--- config.mk ---
export PLATFORM = sky130hd
export DESIGN_NAME = leaf_tx_arbiter
export DESIGN_NICKNAME = d
export VERILOG_FILES = /design/src/rtl/leaf_tx_arbiter.sv
export SDC_FILE = /design/constraint.sdc
export NUM_CORES = 1
export LEC_CHECK = 0
export ABC_AREA = 1
export CAP_MARGIN = 10
export CORE_AREA = 10 10 177 179
export DETAILED_ROUTE_END_ITERATION = 6
export DIE_AREA = 0 0 187 189
export HOLD_SLACK_MARGIN = 0.08
export PLACE_DENSITY = 0.85
export SYNTH_ARGS = -nofsm -noshare
export SYNTH_HDL_FRONTEND = slang
export SYNTH_SLANG_ARGS = --single-unit
--- constraint.sdc ---
create_clock -name clk_bft -period 15.7 [get_ports clk_bft]
set_input_delay 3.14 -clock clk_bft [delete_from_list [all_inputs] [get_ports clk_bft]]
set_output_delay 3.14 -clock clk_bft [all_outputs]
set_load 0.005 [all_outputs]
--- src/rtl/leaf_tx_arbiter.sv ---
// leaf_tx_arbiter: N-channel transmit arbiter for a BFT leaf interface.
// Each channel has a one-word holding register. A round-robin arbiter picks
// one channel per cycle and launches its word as a BFT packet. Launches are
// gated by a per-channel credit counter, which credit packets from the BFT replenish.
module leaf_tx_arbiter #(
  parameter int PAYLOAD_BITS  = 32,
  parameter int NUM_LEAF_BITS = 4,
  parameter int NUM_PORT_BITS = 4,
  parameter int NUM_ADDR_BITS = 7,
  parameter int PACKET_BITS   = 1 + NUM_LEAF_BITS + NUM_PORT_BITS + NUM_ADDR_BITS + 1 + PAYLOAD_BITS,
  parameter int NUM_IN_PORTS  = 4,
  parameter int CREDITS       = 64
) (
  input  logic                                                 clk_bft,
  input  logic                                                 reset_bft,
  input  logic [NUM_IN_PORTS*PAYLOAD_BITS-1:0]                 din_leaf_user2interface,
  input  logic [NUM_IN_PORTS-1:0]                              vld_user2interface,
  output logic [NUM_IN_PORTS-1:0]                              ack_interface2user,
  input  logic [NUM_IN_PORTS*(NUM_LEAF_BITS+NUM_PORT_BITS)-1:0] dest_cfg,
  input  logic [PACKET_BITS-1:0]                               din_leaf_bft2interface,
  input  logic                                                 resend,
  output logic [PACKET_BITS-1:0]                               dout_leaf_interface2bft
);

  localparam int DEST_BITS = NUM_LEAF_BITS + NUM_PORT_BITS;
  localparam int CRED_BITS = NUM_ADDR_BITS + 1;
  localparam int SUM_BITS  = CRED_BITS + 1;
  localparam int PTR_BITS  = (NUM_IN_PORTS > 1) ? $clog2(NUM_IN_PORTS) : 1;
  localparam int PORT_LSB  = PAYLOAD_BITS + 1 + NUM_ADDR_BITS;

  logic [PAYLOAD_BITS-1:0]  hold_word [NUM_IN_PORTS];
  logic [NUM_IN_PORTS-1:0]  hold_full;
  logic [NUM_ADDR_BITS-1:0] seq       [NUM_IN_PORTS];
  logic [CRED_BITS-1:0]     credit    [NUM_IN_PORTS];
  logic [CRED_BITS-1:0]     credit_next [NUM_IN_PORTS];
  logic [PTR_BITS-1:0]      rr_ptr;
  logic [PTR_BITS-1:0]      rr_next;

  logic [NUM_IN_PORTS-1:0]  eligible;
  logic [NUM_IN_PORTS-1:0]  grant;
  logic                     grant_any;
  logic [PTR_BITS-1:0]      grant_idx;
  logic [PACKET_BITS-1:0]   launch_pkt;

  logic                     ret_valid;
  logic [NUM_PORT_BITS-1:0] ret_port;
  logic [CRED_BITS-1:0]     ret_amount;

  // A channel is eligible when it holds a word and has credit left.
  always_comb begin
    eligible = '0;
    for (int unsigned i = 0; i < NUM_IN_PORTS; i++) begin
      eligible[i] = hold_full[i] & (credit[i] != '0);
    end
  end

  // Round-robin search: the first eligible channel at or after rr_ptr wins. Resend blocks all grants.
  always_comb begin
    int unsigned idx;
    grant     = '0;
    grant_any = 1'b0;
    grant_idx = '0;
    idx       = 0;
    if (!resend) begin
      for (int unsigned k = 0; k < NUM_IN_PORTS; k++) begin
        idx = (32'(rr_ptr) + k) % NUM_IN_PORTS;
        if (!grant_any && eligible[idx]) begin
          grant_any = 1'b1;
          grant_idx = PTR_BITS'(idx);
        end
      end
    end
    if (grant_any) begin
      grant[grant_idx] = 1'b1;
    end
    rr_next = (32'(grant_idx) == NUM_IN_PORTS - 1) ? '0 : grant_idx + 1'b1;
  end

  // A full holding register can accept a new word only in the cycle it launches.
  always_comb begin
    ack_interface2user = ~{NUM_IN_PORTS{reset_bft}} & (~hold_full | grant);
  end

  // Build the outgoing packet for the granted channel.
  always_comb begin
    launch_pkt = {1'b1, dest_cfg[32'(grant_idx)*DEST_BITS +: DEST_BITS],
                  seq[grant_idx], 1'b0, hold_word[grant_idx]};
  end

  // Decode the incoming credit packet. Data packets and out-of-range ports are ignored.
  always_comb begin
    ret_port   = din_leaf_bft2interface[PORT_LSB +: NUM_PORT_BITS];
    ret_amount = din_leaf_bft2interface[CRED_BITS-1:0];
    ret_valid  = din_leaf_bft2interface[PACKET_BITS-1] & din_leaf_bft2interface[PAYLOAD_BITS] &
                 (32'(ret_port) < NUM_IN_PORTS);
  end

  // Credit update. A launch and a return can hit the same channel in one cycle, so both
  // are folded into one widened sum and then clamped at the credit ceiling.
  always_comb begin
    logic [SUM_BITS-1:0] sum;
    sum = '0;
    for (int unsigned i = 0; i < NUM_IN_PORTS; i++) begin
      sum = {1'b0, credit[i]} - SUM_BITS'(grant[i]);
      if (ret_valid && ret_port == NUM_PORT_BITS'(i)) begin
        sum = sum + {1'b0, ret_amount};
      end
      credit_next[i] = (sum > SUM_BITS'(CREDITS)) ? CRED_BITS'(CREDITS) : sum[CRED_BITS-1:0];
    end
  end

  // State registers: holding words, sequence numbers, credits, arbiter pointer, output packet.
  always_ff @(posedge clk_bft or posedge reset_bft) begin
    if (reset_bft) begin
      hold_full               <= '0;
      rr_ptr                  <= '0;
      dout_leaf_interface2bft <= '0;
      for (int unsigned i = 0; i < NUM_IN_PORTS; i++) begin
        hold_word[i] <= '0;
        seq[i]       <= '0;
        credit[i]    <= CRED_BITS'(CREDITS);
      end
    end else begin
      for (int unsigned i = 0; i < NUM_IN_PORTS; i++) begin
        credit[i] <= credit_next[i];
        if (grant[i]) begin
          seq[i] <= seq[i] + 1'b1;
        end
        if (vld_user2interface[i] && ack_interface2user[i]) begin
          hold_word[i] <= din_leaf_user2interface[i*PAYLOAD_BITS +: PAYLOAD_BITS];
          hold_full[i] <= 1'b1;
        end else if (grant[i]) begin
          hold_full[i] <= 1'b0;
        end
      end
      if (grant_any) begin
        rr_ptr                  <= rr_next;
        dout_leaf_interface2bft <= launch_pkt;
      end else if (!resend) begin
        dout_leaf_interface2bft <= '0;
      end
    end
  end

endmodule

==> flow_summary.toml <==
[route]
dr.pass1.iters = 6
drt-wirelength-per-cell_um = 18.7
via_count = 14000
ant_nets = 0
routed_wirelength_um = 44900
drtIter0Drc = 1533
viasPerCell = 5.81
drc = 0

[placement]
post-place-ws_ns = 5.79
gp_congestion = 0.888
hpwl_um = 29600
place_area_um2 = 16700
numPortBuffers = 232

[sta]
max_slew.worst_pin.slew_ns = 1.18
fin_tns_setup_ns = 0
maxSlewViolCount = 0
relSlewSlack = 0.212
fin_ws_ns = 5.74
rsz0062_at_grt = "no"
fmax_ghz = 0.100
fin_crit_ns = 9.96
hold_viol = 0
setup_viol_count_final = 0
fin_crit_sh = 0.635
finClkSkew_ns = 0.0132

[clock_tree]
clkTransAtPathRegs_ns = 0.06
cts_resized = 0
cts_tree = "yes"
cts_buffers = 26
htree_num_levels = 1
postCtsHoldBufs = 0
clock_latency_ns = 0.53
cts.sinks = 242
cts_buffer_depth = 3
cts_setup_buffers = 0
ctsRootBufferMaster = "clkbuf_16"

[job]
cap_viol_max_count = 0

[pwr]
p_sw_frac = 0.473
intPower_uw = 1970
ir_worst_vdd_v = 0.000373
pwr-share-comb = 0.549
p_seq_frac = 0.287
p_per_area_nw_per_um2 = 213
p_leak_uw = 0.00857
clkPwrFrac = 0.163
p_switching_uw = 1770
totalPowerFinal_uw = 3740

[yosys]
synth_seq_area_share = 0.420
synthTopCellsByArea = "dfrtp_1 (41%), nand2_1 (16%), nand4_1 (10%), nand3_1 (6.7%), ha_1 (4.2%)"
ys_types = 43
synth_area_leader_cell = "dfrtp_1"
netlist.area_leader.share = 0.413
yosysWarnings = 0
avgSynthCellArea_um2 = 7.81
synth_edf_count = 0
syn_area_um2 = 14400
ys.flop_type = "dfrtp_1"
syn_inst = 1849
ys_async_sr_fraction = 1.00
ys_seq_elements = 242

[global_routing]
grt_pass1_vias = 13500
grt_most_used_layer = "met2"
antenna_found_initial = 5
overflow = 0
grt_max_degree = 222
grt_pass1_wl_um = 71200
gr-usage-met1 = 0.310
track_usage = 0.244
use_met2 = 0.401
gr-usage-met3 = 0.0476

[worst_setup_path]
end_kind = "primary output"
cp-start-kind = "primary input"
slowest_stage = "buf_4"
required_ns = 12.56
worstPathArrival_ns = 6.82
critPathMaxStageDelay_ns = 0.85
cp_max_fo = 97
worst-setup-path-type = "primary input to primary output"
cp_cell_sequence = "buf_2, buf_4, clkinv_2, buf_4, nand2_1, a21oi_4, buf_4, ha_1, nand2_4, a21oi_1, clkdlybuf4s50_1"
reg2reg_depth = 31
cp_common_cell = "buf_4"

[layout]
fin_nets = 2272
multi_input_area_um2 = 7260
seqCellArea_um2 = 6060
fillers = 2340
drive_gt1_frac = 0.0667
areaGrowthSynthToFinish_pct = 21.7
layout_commonest_cell = "nand2_1"
final_cell_mix = "nand2_1 (608), nand4_1 (242), dfrtp_1 (238), clkdlybuf4s50_1 (231), nand3_1 (194)"
fin_util = 0.636
design_area_um2 = 17600

[floorplanning]
core-area_um2 = 27600
num_io_pins = 269
die_x_um = 187
initial_utilization = 0.523
rows = 61
dieHeight_um = 189
dieArea_um2 = 35300

[status]
status = "finished, final reports clean"

[worst_hold_path]
hp-class = "register to register"
holdPathStages = 2
critical path, delay by kind of cell:
kind	cells	cell delay (ns)
AO/OA/AOI/OAI	2	0.44
adder cells (fa/ha/maj)	1	0.34
buffers and inverters	6	2.55
AND/OR/NAND/NOR	2	0.30
final timing paths:
check / startpoint / end / slack (ns)
worst max-delay path: resend / ack_interface2user[2] / 5.74
worst max register to register: credit[14] / credit[24] / 9.77
min in group asynchronous: reset_bft / hold_word[62] / 3.48
worst min-delay path: hold_word[71] / hold_word[71] / 0.47
worst min register to register: hold_word[71] / hold_word[71] / 0.47
max in group asynchronous: reset_bft / dout_leaf_interface2bft[24] / 10.69
Yosys cell counts (8+ instances only):
master,instances
nand4_1,242
xor2_1,42
buf_1,16
dfrtp_1,238
nand2_2,9
xnor2_1,16
nand2_1,608
inv_2,29
nand2_4,8
ha_1,48
a21oi_1,34
o21ai_0,35
nand3_1,194
buf_2,35
buf_4,13
nor2_1,57
clkbuf_1,41
inv_1,100
buf_6,16
final cells by class:
type | count | area share
repair buffers | 244 | 0.138
multi-input cells | 1359 | 0.413
well taps | 378 | 0.0269
inverters | 131 | 0.0288
flip-flops and latches | 242 | 0.345
clock buffers | 42 | 0.0445
clock inverters | 5 | 0.00342
diodes | 4 | 0.000570
cells by family after synthesis:
family                     Yosys count  synth area share
and+or+nand+nor                   1149             0.379
AOI/OAI and AO/OA                   94            0.0369
other                                1          0.000260
DFF                                242             0.420
xor gates and xnor gates            59            0.0363
buffers and inverters              252            0.0806
adders and majority gates           52            0.0471
routing by layer:
metal	share of wire	wire, um
met5	0.00029	13
met2	0.48	21400
met1	0.41	18400
met3	0.073	3270
met4	0.042	1870
power groups by stage:
stage	logic (uW)	clock network, uW	registers, uW
floorplan	1500	0	1040
global placement	1950	0	1060
detailed placement	2020	0	1080
CTS	2040	615	1070
global route	2300	643	1100
finish	2050	611	1080
registers in the layout (all words and copies together) (netlist names):
| register | flops |
|---|---|
| hold_word | 128 |
| dout_leaf_interface2bft | 48 |
| credit | 32 |
| seq | 28 |
| hold_full | 4 |
| rr_ptr | 2 |
stage by stage:
step / hold slack (ns) / cells
2_1_floorplan: 0.442 / 1853
3_3_place_gp: 0.453 / 2354
3_5_place_dp: 0.459 / 2354
4_1_cts: 0.473 / 2401
5_1_grt: 0.486 / 2405
6_report: 0.472 / 2405
Power figures use the tool's default switching activity.
